`src/rtl/apb_master_mux.sv`:
```
// APB master with a valid/ready command port, slave-index decode on the upper
// address bits, per-slave PREADY/PRDATA/PSLVERR muxing and wait-state timeout.
module apb_master_mux #(
  parameter int ADDR_WIDTH = 8,
  parameter int DATA_WIDTH = 32,
  parameter int NUM_SLAVES = 4,
  parameter int SEL_WIDTH  = 2,
  parameter int TIMEOUT    = 16
) (
  input  logic                             PCLK,
  input  logic                             PRESET,
  input  logic                             req_valid,
  output logic                             req_ready,
  input  logic [SEL_WIDTH+ADDR_WIDTH-1:0]  req_addr,
  input  logic                             req_write,
  input  logic [DATA_WIDTH-1:0]            req_wdata,
  input  logic [DATA_WIDTH/8-1:0]          req_strb,
  input  logic [2:0]                       req_prot,
  output logic                             rsp_valid,
  output logic [DATA_WIDTH-1:0]            rsp_rdata,
  output logic                             rsp_err,
  output logic                             rsp_timeout,
  output logic [NUM_SLAVES-1:0]            PSEL,
  output logic                             PENABLE,
  output logic                             PWRITE,
  output logic [ADDR_WIDTH-1:0]            PADDR,
  output logic [DATA_WIDTH-1:0]            PWDATA,
  output logic [DATA_WIDTH/8-1:0]          PSTRB,
  output logic [2:0]                       PPROT,
  input  logic [NUM_SLAVES-1:0]            PREADY,
  input  logic [NUM_SLAVES*DATA_WIDTH-1:0] PRDATA,
  input  logic [NUM_SLAVES-1:0]            PSLVERR
);

  localparam int CNT_W = (TIMEOUT > 0) ? $clog2(TIMEOUT + 1) : 1;
  localparam logic [CNT_W-1:0] CNT_LAST = CNT_W'((TIMEOUT > 0) ? TIMEOUT - 1 : 0);
  localparam logic [SEL_WIDTH:0] NUM_SEL = (SEL_WIDTH + 1)'(NUM_SLAVES);

  typedef enum logic [1:0] {
    IDLE,
    SETUP,
    ACCESS
  } state_t;

  state_t                  state;
  logic [SEL_WIDTH-1:0]    sel_idx;
  logic [CNT_W-1:0]        wait_cnt;
  logic                    err_pend;

  logic [SEL_WIDTH-1:0]    req_idx;
  logic                    req_idx_ok;
  logic [NUM_SLAVES-1:0]   req_onehot;
  logic                    pready_sel;
  logic                    pslverr_sel;
  logic [DATA_WIDTH-1:0]   prdata_sel;
  logic                    accept;
  logic                    complete;
  logic                    timeout_hit;

  assign req_idx    = req_addr[SEL_WIDTH+ADDR_WIDTH-1 -: SEL_WIDTH];
  assign req_idx_ok = ({1'b0, req_idx} < NUM_SEL);

  always_comb begin
    req_onehot = '0;
    for (int unsigned i = 0; i < NUM_SLAVES; i++) begin
      if (req_idx == SEL_WIDTH'(i)) req_onehot[i] = 1'b1;
    end
  end

  always_comb begin
    pready_sel  = 1'b0;
    pslverr_sel = 1'b0;
    prdata_sel  = '0;
    for (int unsigned i = 0; i < NUM_SLAVES; i++) begin
      if (sel_idx == SEL_WIDTH'(i)) begin
        pready_sel  = PREADY[i];
        pslverr_sel = PSLVERR[i];
        prdata_sel  = PRDATA[i*DATA_WIDTH +: DATA_WIDTH];
      end
    end
  end

  // A decode error accepted in a completing ACCESS cycle has its response
  // deferred one cycle (err_pend), so IDLE refuses commands while it drains.
  assign complete    = (state == ACCESS) && pready_sel;
  assign timeout_hit = (TIMEOUT != 0) && (state == ACCESS) && !pready_sel
                       && (wait_cnt == CNT_LAST);
  assign req_ready   = ((state == IDLE) && !err_pend) || complete;
  assign accept      = req_valid && req_ready;

  always_ff @(posedge PCLK or posedge PRESET) begin
    if (PRESET) begin
      state       <= IDLE;
      sel_idx     <= '0;
      wait_cnt    <= '0;
      err_pend    <= 1'b0;
      rsp_valid   <= 1'b0;
      rsp_rdata   <= '0;
      rsp_err     <= 1'b0;
      rsp_timeout <= 1'b0;
      PSEL        <= '0;
      PENABLE     <= 1'b0;
      PWRITE      <= 1'b0;
      PADDR       <= '0;
      PWDATA      <= '0;
      PSTRB       <= '0;
      PPROT       <= '0;
    end else begin
      rsp_valid   <= 1'b0;
      rsp_rdata   <= '0;
      rsp_err     <= 1'b0;
      rsp_timeout <= 1'b0;

      if (err_pend) begin
        err_pend  <= 1'b0;
        rsp_valid <= 1'b1;
        rsp_err   <= 1'b1;
      end

      case (state)
        IDLE: ;
        SETUP: begin
          PENABLE <= 1'b1;
          state   <= ACCESS;
        end
        ACCESS: begin
          if (pready_sel) begin
            rsp_valid <= 1'b1;
            rsp_err   <= pslverr_sel;
            rsp_rdata <= (!PWRITE && !pslverr_sel) ? prdata_sel : '0;
            PSEL      <= '0;
            PENABLE   <= 1'b0;
            state     <= IDLE;
          end else if (timeout_hit) begin
            rsp_valid   <= 1'b1;
            rsp_err     <= 1'b1;
            rsp_timeout <= 1'b1;
            PSEL        <= '0;
            PENABLE     <= 1'b0;
            state       <= IDLE;
          end else begin
            wait_cnt <= wait_cnt + CNT_W'(1);
          end
        end
        default: state <= IDLE;
      endcase

      // A new command overrides the end-of-transfer bus values assigned above.
      if (accept) begin
        if (req_idx_ok) begin
          state    <= SETUP;
          sel_idx  <= req_idx;
          wait_cnt <= '0;
          PSEL     <= req_onehot;
          PENABLE  <= 1'b0;
          PWRITE   <= req_write;
          PADDR    <= req_addr[ADDR_WIDTH-1:0];
          PWDATA   <= req_wdata;
          PSTRB    <= req_write ? req_strb : '0;
          PPROT    <= req_prot;
        end else if (state == IDLE) begin
          rsp_valid <= 1'b1;
          rsp_err   <= 1'b1;
        end else begin
          err_pend <= 1'b1;
        end
      end
    end
  end

endmodule

```
`config.mk`:
```
export PLATFORM = sky130hd
export DESIGN_NAME = apb_master_mux
export DESIGN_NICKNAME = d
export VERILOG_FILES = /design/src/rtl/apb_master_mux.sv
export SDC_FILE = /design/constraint.sdc
export NUM_CORES = 1
export LEC_CHECK = 0
export ABC_AREA = 1
export BUFFER_PORTS_ARGS = -buffer_cell sky130_fd_sc_hd__buf_4
export CAP_MARGIN = 25
export CORE_UTILIZATION = 39
export DETAILED_ROUTE_END_ITERATION = 10
export GPL_TIMING_DRIVEN = 0
export PLACE_DENSITY = 0.77
export REMOVE_ABC_BUFFERS = 1
export SYNTH_ARGS = -nofsm -noshare
export SYNTH_HDL_FRONTEND = slang
export SYNTH_SLANG_ARGS = --single-unit
```
`constraint.sdc`:
```
create_clock -name PCLK -period 2.9 [get_ports PCLK]
set_input_delay 0.58 -clock PCLK [delete_from_list [all_inputs] [get_ports PCLK]]
set_output_delay 0.58 -clock PCLK [all_outputs]
set_load 0.05 [all_outputs]
```
[Yosys cells after proc, flatten, opt, wreduce, memory -nomap -nowiden]
Cells that the tools add are included.
W data, S select, Z words.
Word-level totals
  register bits after elaboration: 97
  bits in latches: 0
  RAM bits: 0
  ROM bits: 0
  input port bits: 189
  output and inout bits: 89
  word-level logic and storage cells: 90
  memories: 0
Cells by class
  $add $sub $neg: 1
  multipliers: 0
  divide/modulo/power cells: 0
  order comparisons: 0
  equality and inequality tests: 13
  shift operators: 0
  muxes and demuxes: 43
  bitwise operators: 0
  reduce and logical (&&, ||, !) cells: 19
Operator list (number)
  $mux W32: 7
  $mux W1: 22
  $mux W4: 5
  $mux W5: 4
  $eq A2 B2 Y1 const B: 5
  $eq A2 B1 Y1 const B: 3
  $logic_not A2 Y1: 3
  $mux W2: 3
  $pmux W2 S3: 1
  $reduce_and A2 Y1: 3
  $reduce_bool A3 Y1: 2
  $add A5 B1 Y5 const B: 1
  $eq A5 B4 Y1 const B: 1
  $logic_and A1 B1 Y1: 5
  $ne A2 B2 Y1 const B: 2
  $ne A4 B4 Y1 const B: 1
  $logic_not A1 Y1: 3
  $reduce_and A3 Y1: 1
  $ne A2 B1 Y1 const B: 1
  $pmux W1 S2: 1
  $reduce_bool A2 Y1: 1
  $logic_or A1 B1 Y1: 1

[Longest topological paths before layout]
Gate-level depths: netlist of run 1.
  depth in word-level cells: 12
  mapped depth: 10
  mapped depth without buffers: 9

[Worst setup path after synthesis of run 1]
Ideal clock, no wire load.
  kind: input to output
  from: input PREADY[1]
  to: output req_ready
  data arrival time: 1.213 ns
  required time: 2.320 ns
  path slack: 1.107 ns
  stages on the path: 6
  buffers on the path: 0
  cells stage by stage: nand2_1 nand2_1 nand3_2 nand3_2 nand2_1 inv_1
Between the ends
  word-level cells in the longest chain between the ends: 5
RTL lines
  start, declared: RTL line 30  | input logic [NUM_SLAVES-1:0] PREADY,
  $mux W1 (3 in a row): RTL line 75  | if (sel_idx == SEL_WIDTH'(i)) begin
  $logic_and A1 B1 Y1: RTL line 85  | assign complete = (state == ACCESS) && pready_sel;
  $logic_or A1 B1 Y1: RTL line 88  | assign req_ready = ((state == IDLE) && !err_pend) || complete;
  end, declared: RTL line 13  | output logic req_ready,
Every way passes these cells.

[Final worst setup path of run 1]
  from: register sel_idx[1]
  to: output req_ready
Between the ends
  word-level cells in the longest chain between the ends: 7
  elaborated cells between the ends (all ways): 10
  those cells by class: 3 x eq/ne; 4 x mux; 3 x reduce/logical
RTL lines
  start, declared: RTL line 46  | logic [SEL_WIDTH-1:0] sel_idx;
  start signal, assigned: RTL line 152  | sel_idx <= req_idx;
  $logic_not A2 Y1: RTL line 75
  $mux W1 (3 in a row): RTL line 75
  $mux W1 *: RTL line 75
  $logic_and A1 B1 Y1 *: RTL line 85
  $logic_or A1 B1 Y1 *: RTL line 88
Every way passes the cells marked *; elsewhere a longest branch is shown, timed or not.

==> run_results.csv, run 1 <==
group,metric,value,unit
global_route,grtUsageTotal,25.73,%
power_and_ir_drop,cellPowerDensity,1091,nW/um^2
worst_setup_path,cp_slowest_stage_delay,570,ps
detailed_routing,drt_wl_total,14820,um
global_route,first_pass_grt_wire_length,22970,um
finish,nFillCells,973,
worst_setup_path,reg2reg_setup_slack,240,ps
worst_setup_path,worstReg2RegEnd,"rsp_rdata[20]",
place,place_inst,932,
clocking,clk_latency,340,ps
place,detailedPlace.worstSlack,-40.77,ps
power_and_ir_drop,p_total,7.601,mW
floorplan,core_area,10980,sq um
clocking,cts.reportedPaths.clkPinSlew,70,ps
timing,final_slew_violations,0,
floorplan,num_io_pins,278,
worst_setup_path,worst-setup-path-type,"flop to primary output",
detailed_routing,drt_drc_violations_left,0,
yosys,ys_types,24,
clocking,post-cts-setup-buffer-count,0,
yosys,synth.yosys.seq_area_share,54.54,%
run,maximum_capacitance_violations,0,
place,detailedPlacementHpwl,11460,um
detailed_routing,post_drt_via_cell_ratio,4.942,
timing,final_period_minus_worst_setup_slack,2713,ps
detailed_routing,detail_route.wl_per_cell,15.64,um
floorplan,fp.dieH,108.8,um
timing,skew,9.216,ps
yosys,warnings_from_yosys,0,
hold_path,hold_path_class,"primary input to asynchronous set/reset pin",
clocking,h-tree-depth,3,
clocking,cts_hold_buf,0,
clocking,cts_inserted_buffers,9,
timing,finalHoldViolCount,0,
yosys,post_synth_instance_area,4451,sq um
timing,max_freq,368.6,MHz
finish,synthesis_to_finish_area_growth,56.48,%
timing,worst_slew_pin_slew,725.3,ps
finish,regArea,2430,sq um
place,place_area,6631,sq um
power_and_ir_drop,power.ir.vdd_worst,0.7134,mV
yosys,post_synthesis_area_per_instance,8.242,sq um
worst_setup_path,startpoint_type,"flop",
finish,finalNetCount,994,
global_route,met1_usage,30.03,%
worst_setup_path,critPathBufInv,2,
worst_setup_path,r2r.worst_path.cells,6,
finish,stdcell_area,6964,sq um
yosys,postSynthRegisterBits,97,
power_and_ir_drop,total_leakage_power,3.812,nW
finish,multiInputGateArea,1775,sq um
timing,finalWorstSetupSlack,187.3,ps
finish,antennaDiodeCount,0,
worst_setup_path,critical_path.slowest_cell,"sky130_fd_sc_hd__dfrtp_2",
yosys,syn-instance-count,540,
place,placement.io_buffers,277,
worst_setup_path,critical_path.endpoint_type,"primary output",
timing,slew_headroom,51.60,%
timing,min_period_over_period,93.54,%
worst_setup_path,timing.critical_path.arrival,2130,ps
worst_setup_path,worst_path_top_cell_family_by_delay,"simple AND/OR/NAND/NOR gates",
detailed_routing,via_count,4685,
global_route,via_count_of_the_first_global_routing_pass,4675,
floorplan,rows,38,
worst_setup_path,critPathMaxFanout,20,
global_route,met3_usage,8.428,%
timing,setup_repair_after_global_routing_missed_its_margin,"no",
timing,final.hold.worst_slack,251.2,ps
timing,final-setup-viol-count,0,
floorplan,die_footprint,11840,sq um
floorplan,chipWidth,108.8,um
finish,drive_above_1_share,38.37,%
clocking,cts_root_buf,"sky130_fd_sc_hd__clkbuf_16",
place,gpl.final_weighted_congestion,0.9483,
global_route,grt_util_met2,42.81,%
timing,finalSetupTns,0,ps
detailed_routing,drt_iter0_drc,216,
global_route,overflow,0,
clocking,tritoncts,"yes",
global_route,grt_start_max_net_pins,66,
floorplan,starting_density,40.52,%
clocking,ctsLongestPathBuffers,2,
detailed_routing,detail_route.first_pass.iterations,4,
run_status,outcome,"complete, no violations",
global_route,top_usage_layer,"met2",
worst_setup_path,timing.critical_path.cells,"nor2_1 > nand2_1 > nand3_2 > nand3_2 > nand2_1 > inv_1 > buf_4",
finish,final_cell_count_no_fill,948,
finish,final_core_util,63.41,%
detailed_routing,final_antenna_net_count,0,
clocking,post_cts_resize_count,2,
global_route,grt_antenna_before_repair,0,
worst_setup_path,regToRegStartpoint,"sel_idx[0]",
worst_setup_path,worst-endpoint-required,2320,ps
clocking,numClockSinks,97,
==> power breakdown <==
part           switching (mW)  leakage (nW)  internal (mW)  total, mW
Sequential              0.342          1.26           1.80       2.15
Clock                   0.507         0.157          0.786       1.29
Combinational            2.89          2.39           1.28       4.16
Total                    3.74          3.81           3.87       7.60
==> state kept, by name, summed over array words and instances, names as in the netlist <==
register / count
PSTRB: 4
PSEL: 4
PWRITE: 1
rsp_err: 1
wait_cnt: 5
sel_idx: 2
PWDATA: 32
PPROT: 3
state: 2
rsp_timeout: 1
rsp_valid: 1
rsp_rdata: 32
PADDR: 8
PENABLE: 1
==> layer usage <==
metal / share of wire, % / vias to the layer above / wire [um]
li1: - / 2275 / -
met1: 39 / 2171 / 5716
met2: 50 / 199 / 7368
met3: 7.7 / 40 / 1146
met4: 4.0 / 0 / 593
met5: 0 / - / 0
==> cells by family after synthesis <==
group / after synthesis / share of synthesized area, %
buffers and inverters: 49 / 5.567
AND/OR/NAND/NOR: 297 / 27.33
adder cells (fa/ha/maj): 2 / 0.5622
flip-flops: 97 / 54.54
AO/OA/AOI/OAI: 93 / 11.61
XOR/XNOR: 2 / 0.3937
==> worst max path at each step <==
stage	startpoint	end	slack, ps	depth (start not counted)
6_report	sel_idx[1]	req_ready	190	7
4_1_cts	sel_idx[0]	req_ready	20	7
3_5_place_dp	sel_idx[1]	PWDATA[8]	-40	9
5_1_grt	sel_idx[0]	rsp_rdata[20]	20	6
2_1_floorplan	sel_idx[0]	PADDR[0]	-320	8
3_3_place_gp	sel_idx[0]	PWDATA[8]	-1810	8
==> cells in the final DEF (no fill, tap or decap), drive strengths merged <==
master / instances
xor2: 2
a21oi: 16
o21a: 1
bufinv: 2
nand3: 47
o2bb2ai: 13
ha: 2
or2: 1
dfrtp: 97
clkbuf: 11
o21ai: 63
clkinvlp: 1
buf: 283
nor3: 1
nor2: 24
nand4: 3
inv: 20
and3: 1
nand2: 220
==> layout make-up <==
class / count / area share, %
timing repair buffer: 283 / 31.35
clock buffer: 11 / 3.485
tap: 140 / 2.515
sequential: 97 / 34.89
inverter: 18 / 1.042
multi-input combinational: 394 / 25.49
clock inverter: 5 / 1.222
==> synth_stat cells <==
cell type                   instances  share of area (%)
sky130_fd_sc_hd__buf_4              8                1.3
sky130_fd_sc_hd__o2bb2ai_1         13                2.6
sky130_fd_sc_hd__clkbuf_1          11               0.93
sky130_fd_sc_hd__inv_2              2               0.17
sky130_fd_sc_hd__nand2_1          220                 19
sky130_fd_sc_hd__nand4_1            2               0.28
sky130_fd_sc_hd__nand3_2            4               0.90
sky130_fd_sc_hd__ha_1               2               0.56
sky130_fd_sc_hd__o21ai_1            5               0.56
sky130_fd_sc_hd__nor2_1            23                1.9
sky130_fd_sc_hd__buf_6              3               0.76
sky130_fd_sc_hd__nand3_1           43                4.8
sky130_fd_sc_hd__o21a_1             1               0.17
sky130_fd_sc_hd__and3_1             1               0.14
sky130_fd_sc_hd__buf_2              9                1.0
sky130_fd_sc_hd__a21oi_1           16                1.8
sky130_fd_sc_hd__dfrtp_1           97                 55
sky130_fd_sc_hd__xor2_1             2               0.39
sky130_fd_sc_hd__nor3_1             1               0.11
sky130_fd_sc_hd__inv_1             16                1.3
sky130_fd_sc_hd__nor2_2             1               0.14
sky130_fd_sc_hd__or2_2              1               0.14
sky130_fd_sc_hd__nand4_2            1               0.28
sky130_fd_sc_hd__o21ai_0           58                6.5
(Power assumes the default switching activity.)
==> inputs of run 2 (changes only) <==
==> constraint.sdc (replaced) <==
create_clock -name PCLK -period 2.9 [get_ports PCLK]
set_input_delay 0.29 -clock PCLK [delete_from_list [all_inputs] [get_ports PCLK]]
set_output_delay 0.29 -clock PCLK [all_outputs]
set_load 0.05 [all_outputs]
==> run 2 against run 1 <==
Against the previous run: power is 0.18% higher; clock-buffer cell count stayed put; clock power hardly changed; routed wire length is 0.25% higher; combinational power hardly changed; design area is 0.27% higher; worst hold slack worse by 110 ps; die area stayed put; maximum frequency is 10% higher; non-clock buffer count is 1 higher; cell count is 0.11% higher; sequential power hardly changed.
==> run_results.csv, run 2 (same netlist as run 1, synthesis figures left out) <==
group,metric,value,unit
worst_setup_path,cp_slowest_stage_delay,580,ps
place,place_area,6631,sq um
detailed_routing,drt_iter0_drc,196,
power_and_ir_drop,power.ir.vdd_worst,0.7136,mV
clocking,cts.reportedPaths.clkPinSlew,70,ps
timing,max_freq,406.2,MHz
worst_setup_path,cpMostUsedCell,"sky130_fd_sc_hd__nand3_1",
finish,stdcell_area,6983,sq um
clocking,cts_inserted_buffers,9,
place,detailedPlace.worstSlack,-40.77,ps
detailed_routing,via_count,4672,
timing,skew,8.962,ps
hold_path,worstHoldEndpoint,"PWDATA[2]",
timing,finalWorstSetupSlack,438.3,ps
run,maximum_capacitance_violations,0,
worst_setup_path,worst_path_top_cell_family_by_delay,"simple AND/OR/NAND/NOR gates",
finish,layout.cells.most_common_list,"277 x sky130_fd_sc_hd__buf_4, 219 x sky130_fd_sc_hd__nand2_1, 95 x sky130_fd_sc_hd__dfrtp_1",
finish,synthesis_to_finish_area_growth,56.90,%
worst_setup_path,critical_path.endpoint_type,"flop",
global_route,grt_antenna_before_repair,0,
worst_setup_path,regToRegStartpoint,"sel_idx[1]",
floorplan,chipWidth,108.8,um
floorplan,num_io_pins,278,
clocking,h-tree-depth,3,
floorplan,fp.dieH,108.8,um
finish,top_regs,"PWDATA (32), rsp_rdata (32), PADDR (8)",
floorplan,starting_density,40.52,%
power_and_ir_drop,cellPowerDensity,1091,nW/um^2
global_route,via_count_of_the_first_global_routing_pass,4687,
finish,finalNetCount,995,
detailed_routing,post_drt_via_cell_ratio,4.923,
finish,nFillCells,970,
global_route,grt_start_max_net_pins,66,
floorplan,core_area,10980,sq um
worst_setup_path,worstReg2RegEnd,"rsp_rdata[20]",
clocking,tritoncts,"yes",
place,placement.io_buffers,277,
hold_path,holdCritStartpoint,"req_wdata[2]",
timing,final_slew_violations,0,
global_route,top_usage_layer,"met2",
worst_setup_path,reg2reg_setup_slack,440,ps
worst_setup_path,critical_path_cell_count,8,
detailed_routing,detail_route.wl_per_cell,15.66,um
worst_setup_path,critPathMaxFanout,25,
global_route,first_pass_grt_wire_length,23000,um
worst_setup_path,startpoint_type,"flop",
run_status,outcome,"complete, no violations",
floorplan,die_footprint,11840,sq um
clocking,clk_latency,340,ps
hold_path,hold_path_class,"primary input to flop",
clocking,cts_root_buf,"sky130_fd_sc_hd__clkbuf_16",
hold_path,hold_depth,3,
worst_setup_path,timing.critical_path.cells,"nor2_1 > buf_6 > nand2_1 > nand3_1 > o21ai_1 > nand3_1 > buf_8 > a21oi_1",
worst_setup_path,worst-setup-path-type,"flop to flop",
global_route,overflow,0,
place,detailedPlacementHpwl,11460,um
global_route,met3_usage,8.428,%
worst_setup_path,worst-endpoint-required,3100,ps
global_route,grt_util_met2,42.90,%
finish,mostFrequentLayoutCell,"sky130_fd_sc_hd__buf_4",
floorplan,rows,38,
detailed_routing,drt_wl_total,14860,um
clocking,numClockSinks,97,
worst_setup_path,critPathBufInv,2,
timing,final-setup-viol-count,0,
global_route,met1_usage,30.03,%
worst_setup_path,r2r.worst_path.cells,8,
timing,slew_headroom,50.74,%
global_route,grtUsageTotal,25.76,%
finish,antennaDiodeCount,0,
worst_setup_path,timing.critical_path.arrival,2660,ps
timing,worst_slew_pin_slew,738.2,ps
power_and_ir_drop,total_leakage_power,3.812,nW
timing,min_period_over_period,84.89,%
timing,final_period_minus_worst_setup_slack,2462,ps
detailed_routing,detail_route.first_pass.iterations,4,
detailed_routing,drt_drc_violations_left,0,
clocking,post-cts-setup-buffer-count,0,
detailed_routing,final_antenna_net_count,0,
timing,finalHoldViolCount,0,
timing,setup_repair_after_global_routing_missed_its_margin,"no",
place,gpl.final_weighted_congestion,0.9483,
finish,drive_above_1_share,38.57,%
clocking,ctsLongestPathBuffers,2,
worst_setup_path,critical_path.slowest_cell,"sky130_fd_sc_hd__dfrtp_2",
[run 2: layout make-up]
class | count | area, sq um | share of cell area (%)
Clock buffer | 11 | 242.7 | 3.476
Clock inverter | 5 | 85.08 | 1.218
Inverter | 18 | 78.83 | 1.129
Multi-Input combinational cell | 394 | 1778 | 25.46
Sequential cell | 97 | 2430 | 34.80
Tap cell | 140 | 175.2 | 2.509
Timing Repair Buffer | 284 | 2193 | 31.41
[run 2: what timing repair did]
item / in CTS / in global routing
hold endpoints to repair: 32 / 0
gates resized for setup: 1 / 5
hold buffers: 1 / 0
setup endpoints to repair: 21 / 69
[run 2: routing by layer]
metal | share of wire (%) | vias up
met4 | 4.1 | 0
met5 | 0 | -
met2 | 50 | 200
li1 | - | 2276
met3 | 7.3 | 42
met1 | 39 | 2154
[run 2: power by group]
part | total (mW) | internal [mW] | switching, mW
Clock | 1.29 | 0.786 | 0.507
Combinational | 4.17 | 1.28 | 2.89
Sequential | 2.15 | 1.80 | 0.346
[run 2: per-stage QoR]
stage	instances	setup TNS, ps	utilization [%]	power [mW]	hold slack, ps
2_1_floorplan	509	-14350	-	4.831	399.6
3_3_place_gp	926	-212830	59.41	6.174	464.4
3_5_place_dp	932	-40.77	60.38	6.332	341.1
4_1_cts	949	0	63.48	7.651	133.1
5_1_grt	949	0	63.58	8.059	128.5
6_report	949	0	63.58	7.615	143.1
[run 2: worst max path at each step]
stage | startpoint | end | slack [ps]
3_5_place_dp | sel_idx[1] | PWDATA[8] | -40
6_report | sel_idx[1] | rsp_rdata[20] | 440
5_1_grt | sel_idx[1] | wait_cnt[2] | 270
2_1_floorplan | sel_idx[0] | PADDR[0] | -320
4_1_cts | sel_idx[0] | rsp_rdata[20] | 30
3_3_place_gp | sel_idx[0] | PWDATA[8] | -1810
[run 2: worst reg2reg max path: cells and delay by family, from the launching register on]
kind	cells	cell delay, ps
flip-flops	1	580
AND/OR/NAND/NOR	4	1040
buffers and inverters	2	480
AO/OA/AOI/OAI	2	230
